`src/rtl/stmt_lowerer_seq_packer.sv`:
```
// Sequential byte-to-word packer: collects DATA_W-bit lanes into a LANES-wide word
// and presents it on a valid/ready output, closing early on in_last.
module stmt_lowerer_seq_packer #(
  parameter int DATA_W = 8,
  parameter int LANES  = 4,
  parameter int CNT_W  = 16
) (
  input  logic                      clk,
  input  logic                      rst_n,
  input  logic                      in_valid,
  input  logic [DATA_W-1:0]         in_data,
  input  logic                      in_last,
  output logic                      in_ready,
  output logic                      out_valid,
  output logic [DATA_W*LANES-1:0]   out_data,
  output logic [LANES-1:0]          out_keep,
  input  logic                      out_ready,
  output logic [CNT_W-1:0]          word_count
);

  localparam int IDX_W = (LANES > 1) ? $clog2(LANES) : 1;
  localparam logic [IDX_W-1:0] LAST_IDX = IDX_W'(LANES - 1);

  localparam logic [1:0] S_IDLE = 2'd0;
  localparam logic [1:0] S_FILL = 2'd1;
  localparam logic [1:0] S_HOLD = 2'd2;

  logic [1:0]       state;
  logic [IDX_W-1:0] idx;

  // Depends on state alone so upstream never sees a combinational path from out_ready.
  assign in_ready = (state != S_HOLD);

  always_ff @(posedge clk) begin
    if (!rst_n) begin
      state      <= S_IDLE;
      idx        <= '0;
      out_valid  <= 1'b0;
      out_data   <= '0;
      out_keep   <= '0;
      word_count <= '0;
    end else begin
      case (state)
        S_IDLE, S_FILL: begin
          if (in_valid) begin
            out_data[idx*DATA_W +: DATA_W] <= in_data;
            out_keep[idx]                  <= 1'b1;
            if ((idx == LAST_IDX) || in_last) begin
              state     <= S_HOLD;
              out_valid <= 1'b1;
              idx       <= '0;
            end else begin
              idx   <= idx + 1'b1;
              state <= S_FILL;
            end
          end
        end
        S_HOLD: begin
          // No bypass: the cycle of the downstream handshake accepts no new lane.
          if (out_ready) begin
            state      <= S_IDLE;
            out_valid  <= 1'b0;
            out_data   <= '0;
            out_keep   <= '0;
            word_count <= word_count + 1'b1;
          end
        end
        default: begin
          state     <= S_IDLE;
          idx       <= '0;
          out_valid <= 1'b0;
          out_data  <= '0;
          out_keep  <= '0;
        end
      endcase
    end
  end

endmodule

```
`config.mk`:
```
export PLATFORM = sky130hd
export DESIGN_NAME = stmt_lowerer_seq_packer
export DESIGN_NICKNAME = d
export VERILOG_FILES = /design/src/rtl/stmt_lowerer_seq_packer.sv
export SDC_FILE = /design/constraint.sdc
export NUM_CORES = 1
export LEC_CHECK = 0
export ABC_AREA = 1
export BUFFER_PORTS_ARGS = -buffer_cell sky130_fd_sc_hd__buf_2
export CAP_MARGIN = 20
export CORE_ASPECT_RATIO = 0.5
export CORE_MARGIN = 2
export CORE_UTILIZATION = 47
export DETAILED_ROUTE_END_ITERATION = 10
export MAX_ROUTING_LAYER = met4
export PLACE_DENSITY = 0.84
export SLEW_MARGIN = 20
export SYNTH_ARGS = -nofsm -noshare
export SYNTH_HDL_FRONTEND = slang
export SYNTH_SLANG_ARGS = --single-unit
```
`constraint.sdc`:
```
create_clock -name clk -period 1.7 [get_ports clk]
set_clock_uncertainty 0.1 [all_clocks]
set_input_delay 0.34 -clock clk [delete_from_list [all_inputs] [get_ports clk]]
set_output_delay 0.34 -clock clk [all_outputs]
set_load 0.05 [all_outputs]
```
==> metrics, run 1 <==
DR vias/cell 4.98; status completed; H-tree levels 3; worst r2r dst out_data[19]$_SDFFE_PN0P_; Worst Setup Path Type flop to output pin; Reg area 1140 um^2; Max Cap Violations 0; final net count about 470; initial antenna violation count 0; 1st-pass router iterations 7; layout cells sized above 1 24.5%; CP startpoint state[1]$_SDFFE_PN0P_; Peak supply drop roughly 0.53 mV; Starting Density between 40% and 50%; wire per inst 12.0 um; Row Count 19; Top Ports 67; R2R Setup Slk about 0.07 ns; setup TNS 0 ns; CP Data Arrival Time 1.21 ns; area of the mapped netlist between 2000 and 3000 um^2; Finish-stage setup viols 0; Area Growth Syn to Fin 26.1%; postcts setup bufs 0; Port Buffers 66; die width 110 um; first-pass GRT wire length 9880 um; Mapped Cells 368; CP startpoint kind flop; reg2reg path depth 7; Worst-path clk slew roughly 0.060 ns; Req. time, crit path 1.26 ns; Routability Congestion ~1.0; average instance area after synthesis ~7 um^2; actual slew at the worst max-slew pin 0.395 ns; Pleak 1.57 nW; fmax 607 MHz; Synth Warn # 0; hold_buf cts 0; FILL cells just over 500; routed wire length 6260 um; Power Density 1090 nW/um^2; Root Driver clkbuf_8; Worst slew margin 73.6%; diode count 0; FF-to-FF Start idx[0]$_SDFFE_PN0P_; Final HPWL DP 4450 um; placed cell area a little over 3000 um^2; fin crit period 1.65 ns; CP Max Fanout 9; CTS Buf Count 9; routed via count 2602; antenna viol nets, final 0; Hold Crit Start in_data[2]; Final Cycle Share 97.0%; final hold violation count 0; synthesis-stage register bit count 57; drt initial violations 184; final instance area 3300 um^2; DRC 0; CTS sink count 57; unrepaired setup endpoints after global routing false; Core ar. between 5000 and 6000 um^2; CP endpoint kind output pin; die area 6220 um^2; post-synthesis sequential area ratio 43.6%; CP Capture Point in_ready; Hold Crit Class primary input to flop; Skew-Pair Late Insertion Delay 0.34 ns; Die H 56.8 um; Synth cell types 25; vias in the first global route 2242; CTS tree done; grt total ovfl 0; Multi-input gate area 1340 um^2; Max Slew Vio Count 0; total track usage around a fifth; Mapped Nets around 400; Max Root-Sink Buffers 2; pin count of the biggest net entering global routing 21
## critical path: stages, from the launching register on
cell and delay, ns:
dfxtp_2 0.34, buf_6 0.15, nand2_1 0.10, buf_2 0.27
## per-layer routing
layer	GRT usage, %	share of wire (%)
met5	-	0
met4	7.23	1.4
met3	8.13	6.3
met2	32.2	44
met1	26.0	48
## synthesized netlist by cell type
cell type / count / share of area, %
nor2_1: 105 / 15
dfxtp_1: 57 / 44
nand2_1: 57 / 8.2
o21ai_0: 36 / 6.9
inv_1: 31 / 4.4
a21oi_1: 20 / 3.8
ha_1: 9 / 4.3
nand3_1: 9 / 1.7
nor3_1: 9 / 1.7
nand4_1: 5 / 1.2
clkbuf_1: 4 / 0.57
nor2_4: 4 / 1.7
xor2_1: 4 / 1.3
buf_4: 2 / 0.57
inv_2: 2 / 0.29
nand3b_1: 2 / 0.57
o21a_1: 2 / 0.57
o21ai_2: 2 / 0.67
o21bai_1: 2 / 0.57
a21oi_2: 1 / 0.33
buf_1: 1 / 0.14
nand2_4: 1 / 0.43
nand3_2: 1 / 0.38
nand3_4: 1 / 0.67
or2_1: 1 / 0.24
## layout make-up
type                    count  share of cell area (%)
multi-input cells         271                    40.7
inverters                  33                    3.75
clock inverters             5                    2.39
clock buffers              11                    4.28
flip-flops and latches     57                    34.7
repair buffers             72                    11.5
well taps                  73                    2.77
## state kept, by name, indices dropped and copies added, names as in the netlist
register,flops
state,2
out_data,32
out_keep,4
out_valid,1
idx,2
word_count,16
## placed cells by master (no fill, tap or decap), drive strengths merged
cell type / n
nand3: 11
nand4: 5
o21bai: 2
nor2: 109
bufinv: 2
nor3: 9
inv: 33
clkinv: 3
nand2: 58
clkbuf: 11
o21a: 2
ha: 9
a21oi: 21
or2: 1
nand3b: 2
xor2: 4
buf: 72
dfxtp: 57
o21ai: 38
## where the power goes
| group | internal, W | switching, W | leakage [nW] |
|---|---|---|---|
| clock network | 0.000862 | 0.000545 | 0.113 |
| registers | 0.00142 | 0.0000410 | 0.465 |
| logic | 0.000175 | 0.000545 | 0.990 |
## metrics by stage
stage	utilization (%)	total power, W	setup slack, ns	hold WS, ns	std cells
after detailed placement	56.5	0.00219	0.0813	0.346	506
after CTS	60.7	0.00359	0.0468	0.186	522
final	60.9	0.00359	0.0518	0.195	522
after global placement	56.5	0.00218	0.149	0.338	506
after floorplan	-	0.00202	0.0535	0.357	368
after global routing	60.9	0.00373	0.00278	0.219	522
## cell families (layout without fill, tap and decap cells)
logic type	Yosys count	in the layout	synth area share, %
buffers and inverters	40	121	6.02
XOR/XNOR	4	4	1.34
flip-flops	57	57	43.6
AND/OR/NAND/NOR	195	195	31.9
adder cells (fa/ha/maj)	9	9	4.30
AO/OA/AOI/OAI	63	63	12.9
## worst min-delay path by stage
| stage | end | slack, ns | depth (start not counted) |
|---|---|---|---|
| after CTS | out_data[2]$_SDFFE_PN0P_ | 0.19 | 3 |
| final | out_data[2]$_SDFFE_PN0P_ | 0.19 | 3 |
| after global placement | out_keep[3]$_SDFFE_PN0P_ | 0.34 | 2 |
| after global routing | out_data[6]$_SDFFE_PN0P_ | 0.22 | 3 |
| after detailed placement | out_keep[3]$_SDFFE_PN0P_ | 0.35 | 2 |
| after floorplan | state[0]$_SDFFE_PN0P_ | 0.36 | 2 |
## repair_timing
item	in CTS	in global routing
pin swaps	0	1
gates resized for setup	2	6
setup endpoints to repair	1	14
(Power assumes the default switching activity.)
==> run 2: changes to the inputs <==
--- a/config.mk
+++ b/config.mk
@@ -12,6 +12,7 @@
 export CORE_MARGIN = 2
 export CORE_UTILIZATION = 47
 export DETAILED_ROUTE_END_ITERATION = 10
+export GPL_TIMING_DRIVEN = 0
 export MAX_ROUTING_LAYER = met4
 export PLACE_DENSITY = 0.84
 export SLEW_MARGIN = 20
==> metrics, run 2 (synthesized netlist as in run 1, its figures left out) <==
DR vias/cell 4.86 (-2.6%); Sw Share 31.7% (+0.21 points); Gate power share 20.7% (+0.6 points); Worst slew margin 65.6% (-8.0 points); total track usage 21.6% (+0.34 points); CTS sink count 57 (unchanged); wire per inst 11.6 um (-3.6%); final net count 468 (+0.43%); pin count of the biggest net entering global routing 11 (-48%); Routability Congestion 0.916 (-8.3%); Area Growth Syn to Fin 25.6%; commonest cells after routing, fill and taps aside nor2_1, buf_2, nand2_1; Final Cycle Share 94.2% (-2.7 points); Starting Density 48.3% (unchanged); Max Root-Sink Buffers 2 (unchanged); routed via count 2540 (-2.4%); Biggest register out_data; most common cell after layout, fill and taps aside nor2_1; Max Slew Vio Count 0 (unchanged); CTS Buf Count 9 (unchanged); status completed; Skew-Pair Late Insertion Delay 0.34 ns (about the same); first-pass GRT wire length 10000 um (+1.5%); drt initial violations 202 (+9.8%); Pleak 1.55 nW (-1.2%); CP Data Arrival Time 1.16 ns (-0.05 ns); Finish-stage setup viols 0 (unchanged); actual slew at the worst max-slew pin 0.516 ns (+0.121 ns); Max Cap Violations 0 (unchanged); Power Density 1040 nW/um^2 (-4.1%); sequential power share 42.7% (+2.0 points); antenna viol nets, final 0 (unchanged); Final HPWL DP 4440 um (about the same); diode count 0 (unchanged); fmax 624 MHz (+2.9%); Core ar. 5420 um^2 (unchanged); CTS tree done; Row Count 19 (unchanged); initial antenna violation count 0 (unchanged); vias in the first global route 2256 (+0.62%); clock group share of total power 36.6% (-2.6 points); die area 6220 um^2 (unchanged); die width 110 um (unchanged); Root Driver clkbuf_8; Port Buffers 66 (unchanged); final hold violation count 0 (unchanged); grt total ovfl 0 (unchanged); CP Max Fanout 10 (+1); Hold Crit Start in_data[2]; FILL cells 484 (-4.7%); final instance area 3290 um^2 (-0.45%); Worst Setup Path Type flop to output pin; Worst-path clk slew 0.06 ns (about the same); layout cells sized above 1 23.3% (-1.2 points); Peak supply drop 0.664 mV (+26%); fin crit period 1.60 ns (-0.0461 ns); DRC 0 (unchanged); unrepaired setup endpoints after global routing false; placed cell area 3050 um^2 (-0.37%); FF-to-FF Start idx[0]$_SDFFE_PN0P_; routed wire length 6050 um (-3.4%); CP startpoint kind flop; Largest register FFs 32 (unchanged); Req. time, crit path 1.26 ns (about the same); Pint 0.00234 W (-4.9%); Top Ports 67 (unchanged); CP endpoint kind output pin; setup TNS 0 ns (unchanged); Hold Crit Class primary input to flop; NetSw 0.00109 W (-3.9%); H-tree levels 3 (unchanged); 1st-pass router iterations 5 (-2); largest registers out_data (32), word_count (16), out_keep (4); CP startpoint state[1]$_SDFFE_PN0P_; Die H 56.8 um (unchanged)
-- run 2: cell types whose count changed in the layout (fill, tap and decap cells not counted), moves of 2 or more --
cell / change
dfxtp_4: +2
inv_2: -2
clkbuf_1: +4
buf_4: -3
-- run 2: repair_timing --
| action | in CTS | in global routing |
|---|---|---|
| setup endpoints to repair | 31 | 26 |
| setup buffers | 0 | 1 |
| gates cloned | 0 | 0 |
| pin swaps | 1 | 3 |
| gates resized for setup | 5 | 5 |
| hold buffers | 0 | 0 |
| hold endpoints to repair | 0 | 0 |
-- run 2: final cells by class --
class | count | area [um^2] | share of cell area, %
buffer | 7 | 37.5 | 1.14
clock buffer | 12 | 155 | 4.72
tap | 73 | 91.3 | 2.78
multi-input combinational | 271 | 1350 | 41.0
timing repair buffer | 67 | 338 | 10.3
inverter | 33 | 126 | 3.84
clock inverter | 3 | 40.0 | 1.22
sequential | 57 | 1150 | 35.0
-- run 2: power groups by stage --
stage               Sequential, W  Clock (W)  Combinational, W
global placement          0.00149          0          0.000684
finish                    0.00146    0.00125          0.000709
CTS                       0.00146    0.00128          0.000700
floorplan                 0.00175          0          0.000268
global route              0.00147    0.00134          0.000764
detailed placement        0.00149          0          0.000688
-- run 2: per-stage QoR --
| step | std cells | power, W | utilization, % | worst slack, ns | hold slack, ns |
|---|---|---|---|---|---|
| 2_1_floorplan | 368 | 0.00202 | - | 0.0535 | 0.357 |
| 3_3_place_gp | 507 | 0.00217 | 56.3 | -0.189 | 0.337 |
| 3_5_place_dp | 507 | 0.00218 | 56.3 | -0.178 | 0.344 |
| 4_1_cts | 522 | 0.00344 | 60.3 | 0.0443 | 0.203 |
| 5_1_grt | 523 | 0.00358 | 60.6 | 0.00592 | 0.234 |
| 6_report | 523 | 0.00342 | 60.6 | 0.0979 | 0.215 |
-- run 2: worst paths after layout --
kind,to,slack (ns),cells past startpoint
hold reg to reg,out_keep[1]$_SDFFE_PN0P_,0.35,2
setup / recovery,in_ready,0.1,3
setup reg to reg,out_data[4]$_SDFFE_PN0P_,0.14,7
hold / removal,out_data[2]$_SDFFE_PN0P_,0.22,3
-- run 2: layer usage --
layer | track usage, % | up-vias | share of wire [%]
met5 | - | - | 0
met4 | 7.59 | 0 | 1.0
met3 | 6.62 | 6 | 5.8
met2 | 32.9 | 62 | 44
met1 | 27.1 | 1141 | 49
li1 | - | 1331 | -
-- run 2: worst max-delay path, stage by stage, from the launching register on --
cell,delay (ns)
dfxtp_1,0.35
buf_6,0.18
nand2_1,0.08
buf_2,0.22
==> run 3: changes to the inputs <==
--- a/config.mk
+++ b/config.mk
@@ -8,7 +8,6 @@
 export ABC_AREA = 1
 export BUFFER_PORTS_ARGS = -buffer_cell sky130_fd_sc_hd__buf_2
 export CAP_MARGIN = 20
-export CORE_ASPECT_RATIO = 0.5
 export CORE_MARGIN = 2
 export CORE_UTILIZATION = 47
 export DETAILED_ROUTE_END_ITERATION = 10
==> metrics, run 3 (synthesized netlist as in run 1, its figures left out) <==
status completed; Core ar. 5440 um^2 (+0.35%); Post-Layout Cell Count 522 (-0.19%); final hold violation count 0 (unchanged); Power Density 1040 nW/um^2 (-0.40%); Max Slew Vio Count 0 (unchanged); postcts setup bufs 0 (unchanged); fin crit period 1.63 ns (+0.0260 ns); Worst-path clk slew 0.06 ns (about the same); largest registers out_data (32), word_count (16), out_keep (4); final net count 467 (-0.21%); vias in the first global route 2467 (+9.4%); diode count 0 (unchanged); Post-Place Setup Slack -0.230 ns (-0.0518 ns); Largest register FFs 32 (unchanged); commonest cells after routing, fill and taps aside nor2_1, buf_2, nand2_1; Peak supply drop 0.594 mV (-11%); routed via count 2624 (+3.3%); Top Family by Delay on Critical Path buffers and inverters; Worst Setup Path Type flop to output pin; Port Buffers 66 (unchanged); CP endpoint kind output pin; DR vias/cell 5.03 (+3.5%); total track usage 22.3% (+0.67 points); die area 6180 um^2 (-0.59%); Power Total 0.00340 W (-0.70%); Max Cap Violations 0 (unchanged); Row Count 27 (+8); antenna viol nets, final 0 (unchanged); unrepaired setup endpoints after global routing true; Max Root-Sink Buffers 2 (unchanged); DRC 0 (unchanged); CP startpoint kind flop; pin count of the biggest net entering global routing 11 (unchanged); CP Max Fanout 10 (unchanged); Routability Congestion 0.917 (about the same); Final HPWL DP 4660 um (+4.8%); Hold Crit Class primary input to flop; Final Cycle Share 95.8% (+1.5 points); Crit path buffers/inverters 2 (unchanged); placed insts 506 (-0.20%); Starting Density 48.1% (-0.17 points); Req. time, crit path 1.26 ns (about the same); CP Data Arrival Time 1.19 ns (+0.03 ns); hold_buf cts 0 (unchanged); die width 78.6 um (-28%); initial antenna violation count 0 (unchanged); fmax 614 MHz (-1.6%); Skew-Pair Late Insertion Delay 0.34 ns (about the same); H-tree levels 3 (unchanged); first-pass GRT wire length 10500 um (+4.7%); most common cell after layout, fill and taps aside nor2_1; Area Growth Syn to Fin 25.2%; CP peak stage delay 0.36 ns (about the same); grt total ovfl 0 (unchanged); Hold WS 0.196 ns (-0.0200 ns); 1st-pass router iterations 4 (-1); CP max stage cell dfxtp_1; routed wire length 6330 um (+4.6%); Top Ports 67 (unchanged); setup slack after layout 0.0719 ns (-0.0260 ns); actual slew at the worst max-slew pin 0.514 ns (-0.00198 ns); CTS Buf Count 9 (unchanged); CTS tree done; CTS sink count 57 (unchanged); drt initial violations 107 (-47%); Pleak 1.54 nW (-0.62%); Finish-stage setup viols 0 (unchanged); wire per inst 12.1 um (+4.8%); Biggest register out_data; critical-path cell list buf_6, nand2_1, buf_2; Die H 78.6 um (+38%); Root Driver clkbuf_8; Worst slew margin 65.7% (+0.13 points); layout cells sized above 1 23.3% (unchanged)
## run 3: worst register-to-register path, cell delays in order, from the launching register on
cell	delay [ns]
dfxtp_4	0.41
inv_4	0.09
ha_4	0.26
inv_1	0.10
nand3_1	0.19
nor2_1	0.19
nor2_1	0.07
nor2_1	0.10
## run 3: where the power goes
part	total, W	internal, W	switching [W]	leakage [nW]
clock	0.00122	0.000713	0.000511	0.0974
combinational	0.000708	0.000172	0.000535	0.977
sequential	0.00147	0.00142	0.0000469	0.466
total	0.00340	0.00231	0.00109	1.54
## run 3: layer usage
layer	up-vias	part of all wire (%)	GRT usage [%]
met5	-	0	-
met4	0	1.8	10.9
met3	12	7.9	7.36
met2	89	45	34.5
met1	1186	45	25.9
li1	1337	-	-
## run 3: final cells by class
class / count / area [um^2]
Fill cell: 501 / 2160
Multi-Input combinational cell: 271 / 1360
Sequential cell: 57 / 1150
Timing Repair Buffer: 66 / 330
Clock buffer: 13 / 149
Inverter: 33 / 126
Tap cell: 72 / 90.1
Clock inverter: 3 / 40.0
Buffer: 7 / 37.5
## run 3: path summary, 6_finish.rpt
check                                              start                   endpoint  slack [ns]  depth (start not counted)
worst max-delay path               state[1]$_SDFFE_PN0P_                   in_ready        0.07                          3
worst min-delay path                          in_data[1]   out_data[1]$_SDFFE_PN0P_        0.20                          3
worst max register to register       idx[0]$_SDFFE_PN0P_  out_data[31]$_SDFFE_PN0P_        0.12                          7
worst min register to register  out_keep[3]$_SDFFE_PN0P_   out_keep[3]$_SDFFE_PN0P_        0.35                          2
## run 3: per-stage QoR
| stage | util [%] | TNS, ns | area, um^2 |
|---|---|---|---|
| floorplan | - | 0 | 2630 |
| global placement | 56.1 | -2.56 | 3050 |
| detailed placement | 56.1 | -3.30 | 3050 |
| CTS | 59.9 | 0 | 3260 |
| global route | 60.2 | -0.0101 | 3280 |
| finish | 60.2 | 0 | 3280 |
## run 3: what timing repair did
item	in CTS	in global routing
resized for setup	4	7
setup endpoints to repair	31	25
pin swaps	1	3
